`config.mk`:
```
export PLATFORM = sky130hd
export DESIGN_NAME = pipeline_stall_ctrl
export DESIGN_NICKNAME = d
export VERILOG_FILES = /design/src/rtl/pipeline_ctrl_pkg.sv /design/src/rtl/sat_counter.sv /design/src/rtl/pipeline_stall_ctrl.sv
export SDC_FILE = /design/constraint.sdc
export NUM_CORES = 1
export LEC_CHECK = 0
export ABC_AREA = 0
export CORE_MARGIN = 1
export CORE_UTILIZATION = 52
export CTS_CLUSTER_SIZE = 8
export DETAILED_ROUTE_END_ITERATION = 12
export PLACE_DENSITY = 0.78
export SKIP_LAST_GASP = 1
export SLEW_MARGIN = 25
export SYNTH_ARGS = -nofsm -noshare
export SYNTH_HDL_FRONTEND = slang
export SYNTH_SLANG_ARGS = --single-unit
```
`constraint.sdc`:
```
create_clock -name clk -period 2.55 [get_ports clk]
set_input_delay 0.765 -clock clk [delete_from_list [all_inputs] [get_ports clk]]
set_output_delay 0.765 -clock clk [all_outputs]
set_load 0.05 [all_outputs]
```
`src/rtl/pipeline_ctrl_pkg.sv`:
```
// Shared definitions for the pipeline stall/flush controller: FSM state
// encodings and the default statistics counter width.
package pipeline_ctrl_pkg;

  typedef enum logic [1:0] {
    ST_RUN      = 2'd0,
    ST_MEM_WAIT = 2'd1,
    ST_ERR      = 2'd2
  } ctrl_state_e;

  localparam int CNT_W_DEFAULT = 32;

endpackage

```
`src/rtl/sat_counter.sv`:
```
// Saturating up-counter with synchronous reset and clear; clear wins over increment.
module sat_counter #(
  parameter int W = 32
) (
  input  logic         clk,
  input  logic         rst,
  input  logic         clr,
  input  logic         inc,
  output logic [W-1:0] count
);

  localparam logic [W-1:0] CNT_ONE = W'(1);
  localparam logic [W-1:0] CNT_MAX = {W{1'b1}};

  logic [W-1:0] r_count;

  // Count register: holds at all-ones instead of wrapping.
  always_ff @(posedge clk) begin
    if (rst) begin
      r_count <= {W{1'b0}};
    end else if (clr) begin
      r_count <= {W{1'b0}};
    end else if (inc && (r_count != CNT_MAX)) begin
      r_count <= r_count + CNT_ONE;
    end else begin
      r_count <= r_count;
    end
  end

  assign count = r_count;

endmodule

```
`src/rtl/pipeline_stall_ctrl.sv`:
```
// Freeze/flush/bubble generation for the 5-stage core: fixed priority of memory
// stall over taken branch over RAW hazard, with a memory-wait timeout FSM.
module pipeline_stall_ctrl
  import pipeline_ctrl_pkg::*;
#(
  parameter int CNT_W       = CNT_W_DEFAULT,
  parameter int MEM_TIMEOUT = 64
) (
  input  logic             clk,
  input  logic             rst,
  input  logic             hazard_detected,
  input  logic             branch_taken,
  input  logic             mem_req,
  input  logic             mem_ready,
  input  logic             clr_cnt,
  output logic             freeze_pc,
  output logic             freeze_if_id,
  output logic             flush_if_id,
  output logic             bubble_id_ex,
  output logic             freeze_back,
  output logic             timeout_err,
  output logic [CNT_W-1:0] stall_cnt,
  output logic [CNT_W-1:0] flush_cnt,
  output logic [CNT_W-1:0] mem_wait_cnt
);

  localparam int              WR_W   = $clog2(MEM_TIMEOUT + 1);
  localparam logic [WR_W-1:0] WR_ONE = WR_W'(1);
  localparam logic [WR_W-1:0] WR_MAX = WR_W'(MEM_TIMEOUT);

  ctrl_state_e     r_state;
  logic [WR_W-1:0] r_wait_run;
  logic            r_timeout_err;

  logic w_mem_stall;
  logic w_prio_mem;
  logic w_prio_branch;
  logic w_prio_hazard;
  logic w_in_err;

  assign w_mem_stall = mem_req && !mem_ready;

  // Priority resolution; every class is masked while rst is asserted.
  always_comb begin
    w_prio_mem    = 1'b0;
    w_prio_branch = 1'b0;
    w_prio_hazard = 1'b0;
    w_in_err      = 1'b0;
    if (rst) begin
      w_in_err = 1'b0;
    end else begin
      case (r_state)
        ST_RUN, ST_MEM_WAIT: begin
          if (w_mem_stall) begin
            w_prio_mem = 1'b1;
          end else if (branch_taken) begin
            w_prio_branch = 1'b1;
          end else if (hazard_detected) begin
            w_prio_hazard = 1'b1;
          end else begin
            w_prio_mem = 1'b0;
          end
        end
        ST_ERR:  w_in_err = 1'b1;
        default: w_in_err = 1'b0;
      endcase
    end
  end

  assign freeze_pc    = w_prio_mem | w_prio_hazard | w_in_err;
  assign freeze_if_id = w_prio_mem | w_prio_hazard | w_in_err;
  assign flush_if_id  = w_prio_branch;
  assign bubble_id_ex = w_prio_branch | w_prio_hazard;
  assign freeze_back  = w_prio_mem | w_in_err;
  assign timeout_err  = r_timeout_err;

  // State, memory-wait run length and sticky timeout flag.
  always_ff @(posedge clk) begin
    if (rst) begin
      r_state       <= ST_RUN;
      r_wait_run    <= {WR_W{1'b0}};
      r_timeout_err <= 1'b0;
    end else begin
      case (r_state)
        ST_RUN: begin
          if (w_mem_stall) begin
            r_state    <= ST_MEM_WAIT;
            r_wait_run <= WR_ONE;
          end else begin
            r_state    <= ST_RUN;
            r_wait_run <= {WR_W{1'b0}};
          end
        end
        ST_MEM_WAIT: begin
          if (w_mem_stall) begin
            if (r_wait_run == WR_MAX) begin
              r_state       <= ST_ERR;
              r_timeout_err <= 1'b1;
            end else begin
              r_wait_run <= r_wait_run + WR_ONE;
            end
          end else begin
            r_state    <= ST_RUN;
            r_wait_run <= {WR_W{1'b0}};
          end
        end
        ST_ERR: begin
          r_state       <= ST_ERR;
          r_timeout_err <= 1'b1;
        end
        default: begin
          r_state    <= ST_RUN;
          r_wait_run <= {WR_W{1'b0}};
        end
      endcase
    end
  end

  sat_counter #(.W(CNT_W)) u_stall_cnt (
    .clk   (clk),
    .rst   (rst),
    .clr   (clr_cnt),
    .inc   (w_prio_hazard),
    .count (stall_cnt)
  );

  sat_counter #(.W(CNT_W)) u_flush_cnt (
    .clk   (clk),
    .rst   (rst),
    .clr   (clr_cnt),
    .inc   (w_prio_branch),
    .count (flush_cnt)
  );

  sat_counter #(.W(CNT_W)) u_mem_wait_cnt (
    .clk   (clk),
    .rst   (rst),
    .clr   (clr_cnt),
    .inc   (w_prio_mem),
    .count (mem_wait_cnt)
  );

endmodule

```
# Yosys cells after proc, flatten, opt, wreduce, memory -nomap -nowiden
# Index checks and enable logic that the tools add are counted.
# Widths: inputs -> output; s select.
dict set report op_classes {
  addsub 4
  n_eq_ne 10
  muxes 25
  n_bitwise 5
  n_reduce_logical 11
}
# cell count
set ops {}
lappend ops {{$add 32x1->32 const B} 3}
lappend ops {{$ne 32x32->1 const B} 3}
lappend ops {{$pmux 7 s3} 1}
lappend ops {{$mux 1} 18}
lappend ops {{$mux 7} 2}
lappend ops {{$add 7x1->7 const B} 1}
lappend ops {{$eq 7x7->1 const B} 1}
lappend ops {{$ne 3x3->1 const B} 2}
lappend ops {{$pmux 2 s3} 1}
lappend ops {{$logic_and 1x1->1} 4}
lappend ops {{$mux 2} 2}
lappend ops {{$ne 2x2->1 const B} 2}
lappend ops {{$or 1x1->1} 4}
lappend ops {{$reduce_or 2->1} 2}
lappend ops {{$reduce_and 3->1} 1}
lappend ops {{$eq 2x1->1 const B} 1}
lappend ops {{$eq 2x2->1 const B} 1}
lappend ops {{$logic_not 2->1} 1}
lappend ops {{$pmux 1 s2} 1}
lappend ops {{$reduce_and 2->1} 1}
lappend ops {{$reduce_bool 2->1} 1}
lappend ops {{$logic_not 1->1} 1}
lappend ops {{$not 1->1} 1}
dict set report totals {
  register_bits 106
}

# Longest topological paths before layout
dict set report depth {
  word_depth 7
  depth_mapped 8
}

# Hierarchy
# A second synthesis with hierarchy kept.
dict set report hier_totals {
  hier_cells 659
  hier_area_um2 5407.7
}
# mod instances cells_per_inst area_each_um2 seq_area_each_um2
set by_module_without_submodules {}
lappend by_module_without_submodules {sat_counter 3 198 1620.3 640.6}
lappend by_module_without_submodules {pipeline_stall_ctrl 1 65 546.8 200.2}

# Worst setup path after synthesis
# Ideal clock, no wire load.
dict set report synth_path {
  path_type {in2out}
  start {input port mem_ready}
  end {output port freeze_pc}
  arrival_time_ns 2.641
  required_time_ns 1.785
  path_slack_ns -0.856
  stages 4
  cell_sequence {nor3b_1 -> nor2_1 -> o21ai_0 -> buf_4}
}
dict set report synth_between {
  elab_chain_cells 7
}
# item line
set synth_rtl {}
lappend synth_rtl {{from (decl)} pipeline_stall_ctrl.sv:14} ;# input logic mem_ready,
lappend synth_rtl {{$logic_not 1->1 (*)} pipeline_stall_ctrl.sv:41} ;# assign w_mem_stall = mem_req && !mem_ready;
lappend synth_rtl {{$logic_and 1x1->1 (*)} pipeline_stall_ctrl.sv:41}
lappend synth_rtl {{$mux 1} pipeline_stall_ctrl.sv:54} ;# if (w_mem_stall) begin
lappend synth_rtl {{$mux 1} pipeline_stall_ctrl.sv:52} ;# case (r_state)
lappend synth_rtl {{$mux 1} pipeline_stall_ctrl.sv:49} ;# if (rst) begin
lappend synth_rtl {{$or 1x1->1 (*) (2 in series)} n/a}
lappend synth_rtl {{to (decl)} pipeline_stall_ctrl.sv:16} ;# output logic freeze_pc,
# Every way passes the cells marked *; elsewhere a longest branch is shown, timed or not.

# Worst setup path in the final report
dict set report layout_path {
  start {input port mem_req}
  end {output port freeze_pc}
}
dict set report layout_between {
  elab_chain_cells 6
}
# item line
set layout_rtl {}
lappend layout_rtl {{from (decl)} pipeline_stall_ctrl.sv:13} ;# input logic mem_req,
lappend layout_rtl {{$logic_and 1x1->1 (*)} pipeline_stall_ctrl.sv:41}
lappend layout_rtl {{$mux 1} pipeline_stall_ctrl.sv:54}
lappend layout_rtl {{$mux 1} pipeline_stall_ctrl.sv:52}
lappend layout_rtl {{$mux 1} pipeline_stall_ctrl.sv:49}
lappend layout_rtl {{$or 1x1->1 (*) (2 in series)} pipeline_stall_ctrl.sv:70} ;# assign freeze_pc = w_prio_mem | w_prio_hazard | w_in_err;
# Marks and branches as above.

==> results.txt <==
----------------------------------------------------
[Outcome]
  Status ... finished clean

[Pwr]
  PD cells ... between 300 and 400 nW/um2
  VDD IR-drop max ... 0.2579 mV
  Leak pwr ... 2.218 nW
  Net switching power ... 0.6605 mW
  Internal power ... 2.182 mW
  Portion of total power attributed to sequential cells ... 0.584
  Part of the total power dissipated in combinational logic ... 0.060
  Portion of total power attributed to the clock network ... 0.356
  Switching part of the total power ... 0.2323
  Post-route total power ... 2.843 mW

[Clock network]
  Number of hold buffers added after CTS ... 0
  H-Tree Level Count ... 3
  Buffer cell driving the clock tree root ... clkbuf_8
  Num Clock Sinks ... 106
  CTS buffer count ... 9
  Clk buf depth ... 2
  Clock latency on the worst-skew pair ... around 370 ps
  Clock transition at the registers of the reported paths ... approximately 90 ps
  CTS tree ... yes

[Setup path]
  CP endpoint kind ... output pin
  Critical path's slowest cell ... dlygate4sd2_1
  Reg2reg path depth ... 7
  Launching element type of the critical path ... primary input
  Type of the setup path with the least slack ... in -> out
  Data required time of the critical path ... 1790 ps
  Origin of the critical flop-to-flop path ... u_flush_cnt.count[0]
  CP arrival ... roughly 1700 ps
  FF-to-FF setup slack ... 270 ps
  Endpoint of the worst-slack reg-to-reg timing path ... u_flush_cnt.count[18]
  CP cell instances ... dlygate4sd2_1, nor3b_4, nor2_2, o21ai_4, buf_12
  CP startpoint ... mem_req
  Largest stage delay on the critical path ... 260 ps
  CP Max Fanout ... 4

[Hold path]
  Hold Crit Depth ... 2
  Terminating pin of the worst hold path ... timeout_err
  Min-delay worst type ... reg -> reg
  Hold Startpoint ... timeout_err

[Synthesis]
  Commonest register cell after synthesis ... dfxtp_1
  Instance count of the mapped netlist ... 645
  Synthesized area ... 5334 um2
  Sequential cell area fraction in the yosys report ... 0.3978
  Number of nets produced by synthesis ... roughly 660
  Mean cell area of the mapped netlist ... 8.270 um2
  Top-area cell type share of the netlist area ... 0.3978
  Most common cell in the netlist ... dfxtp_1
  Fraction of synthesis flops using an asynchronous set or reset pin ... 0
  Number of warnings printed during yosys synthesis ... 0
  Synth cell count leaders ... dfxtp_1, a21oi_1, nand2_1
  Library cells used by synthesis ... 53
  Most area-consuming cells after synthesis ... dfxtp_1, a21oi_1, or4_1
  Yosys top cell by area ... dfxtp_1
  Number of enable flip-flop cells after synthesis ... 0
  Flip-flop and latch count after synthesis ... around 110

[Die]
  Core Footprint ... 9864 um2
  Die footprint ... between 10,000 and 15,000 um2
  Die span in y ... roughly 100 um
  Starting Density ... 0.5407
  Top Ports ... approximately 110
  Number of placement rows ... 36
  Die extent in x ... 103.3 um

[Route]
  Router iterations before antenna repair ... 5
  Total vias in the final route ... 5,706
  Starting DRT DRC Count ... 290
  Routed WL ... between 10 and 15 mm
  Antenna violation net count after detailed routing ... 0
  Residual DRC ... 0
  DR WL/cell ... 15.85 um
  Via-to-Cell Ratio ... 6.129

[Placed design]
  Placed Area ... 6928 um2
  Port-buffer cells ... 108
  Post-detailed-placement half-perimeter wirelength ... 10.63 mm
  Placer Congestion ... 0.9080

[GRT]
  GRT met2 Usage ... 0.4569
  Number of antenna violations at the first check in global routing ... 1
  Total global-route track usage ... 0.2811
  Gr ovfl total ... 0
  Routing usage on met3 ... 0.04234
  Routing layer with the top usage in global route ... met2
  Wire length of the first global-routing pass ... 23.80 mm
  Global-route track usage on met1 ... 0.3686
  Pin count of the biggest net entering global routing ... 32
  Via count of the first global-routing pass ... approximately 5,000

[STA]
  Ratio of final minimum period to clock period ... 0.9810
  Layout Skew ... 8.016 ps
  Hold Violations, Final ... 0
  Fmax ... 399.7 MHz
  Min Tclk post-route ... 2502 ps
  Number of max-slew violations in the final report ... 0
  Total negative setup slack ... 0 ps
  Tightest slew margin relative to the limit ... 0.4794
  Final Setup Violations ... 0
  Actual slew at the worst max-slew pin ... 772.4 ps
  Unrepaired setup endpoints after global routing ... yes

[Flow run]
  Max Cap Viol ... 0

[Cells and area]
  Non-Filler Cell Area, Final ... just over 7000 um2
  Number of fill cells ... approximately 800
  NumNets Final ... 805
  Ratio of cells with drive above 1 in the final layout ... 0.1242
  Area added between synthesis and finish ... 34.72%

----------------------------------------------------
## worst max-delay path, delay by kind of cell
family          cells  cell delay, ps
simple gates        2             310
buf+inv             2             430
compound gates      1             220
## placed cells by master, fill, tap and decap left out, types with 3 or more instances in the layout
cell | netlist | final
buf_4 | 2 | 53
nand3_1 | 35 | 35
or4_1 | 36 | 36
a31oi_1 | 7 | 7
nor3_1 | 9 | 9
nor4_1 | 7 | 7
a21oi_1 | 77 | 77
nor2b_1 | 3 | 3
a41o_1 | 4 | 4
and3_1 | 9 | 9
or3_1 | 40 | 40
ha_1 | 5 | 5
nand4_1 | 31 | 31
o31ai_1 | 34 | 34
nor4b_1 | 3 | 3
nor2_2 | 0 | 3
dlygate4sd2_1 | 0 | 4
and4_1 | 12 | 12
a31o_2 | 3 | 3
nand2_1 | 48 | 48
buf_12 | 0 | 7
xor2_1 | 6 | 6
o21ai_0 | 38 | 37
mux2i_1 | 5 | 5
or2_2 | 4 | 4
dfxtp_1 | 106 | 106
and2_1 | 3 | 3
inv_1 | 17 | 16
xnor2_1 | 7 | 7
nor2_1 | 34 | 31
clkbuf_8 | 0 | 13
clkdlybuf4s50_1 | 0 | 98
## state kept, by name (all words and copies together), names as in the netlist
signal                flops
u_flush_cnt.count        32
u_mem_wait_cnt.count     32
u_stall_cnt.count        32
r_wait_run                7
r_state                   2
timeout_err               1
## layout make-up
class,instances,area [um2],share of cell area
clock buffer,13,178.9,0.02490
timing repair buffer,164,1570,0.2185
antenna,1,2.502,0.0003483
multi-input combinational,494,3068,0.4270
sequential,106,2122,0.2953
tap,133,166.4,0.02316
clock inverter,2,10.01,0.001393
inverter,18,67.56,0.009403
## worst max path at each step
stage | end | slack [ps] | cells past startpoint
floorplan | freeze_back | -30 | 3
global placement | freeze_if_id | -340 | 5
detailed placement | u_mem_wait_cnt.count[31] | -420 | 7
CTS | freeze_pc | 10 | 5
global route | u_stall_cnt.count[16] | -7 | 10
finish | freeze_pc | 50 | 5
## per-stage QoR
step           worst slack (ps)  utilization  hold slack [ps]  instances
2_1_floorplan            -33.32            -            461.1        645
3_3_place_gp             -340.6       0.7023            439.5        909
3_5_place_dp             -417.7       0.7023            451.1        909
4_1_cts                   14.72       0.7275            463.8        930
5_1_grt                  -7.267       0.7284            500.6        931
6_report                  48.35       0.7284            460.8        931
## power by group through the flow
stage,clock network (mW),logic (mW),registers [mW]
after detailed placement,0,0.163,1.70
after floorplan,0,0.0769,1.70
after global placement,0,0.159,1.70
after CTS,1.02,0.169,1.66
final,1.01,0.170,1.66
after global routing,1.09,0.180,1.66
## cell families after synthesis
| logic type | Yosys count | synth area share |
|---|---|---|
| AND/OR/NAND/NOR | 290 | 0.3186 |
| AO/OA/AOI/OAI | 181 | 0.2069 |
| flip-flops | 106 | 0.3978 |
| buffers and inverters | 45 | 0.03425 |
| XOR/XNOR | 13 | 0.02135 |
| multiplexers | 5 | 0.009383 |
| adder cells (fa/ha/maj) | 5 | 0.01173 |
## metal layers
layer | routed length, um | vias to the layer above
met1 | 6634 | 2711
met5 | 0 | -
met4 | 362 | 0
met2 | 7021 | 175
li1 | - | 2787
met3 | 741 | 33
## repair_timing
action,4_1_cts,5_1_grt
buffers inserted,6,0
setup endpoints to repair,6,17
pin swaps,2,2
resized for setup,12,3
gates cloned,0,0
Power figures use the tool's default switching activity.
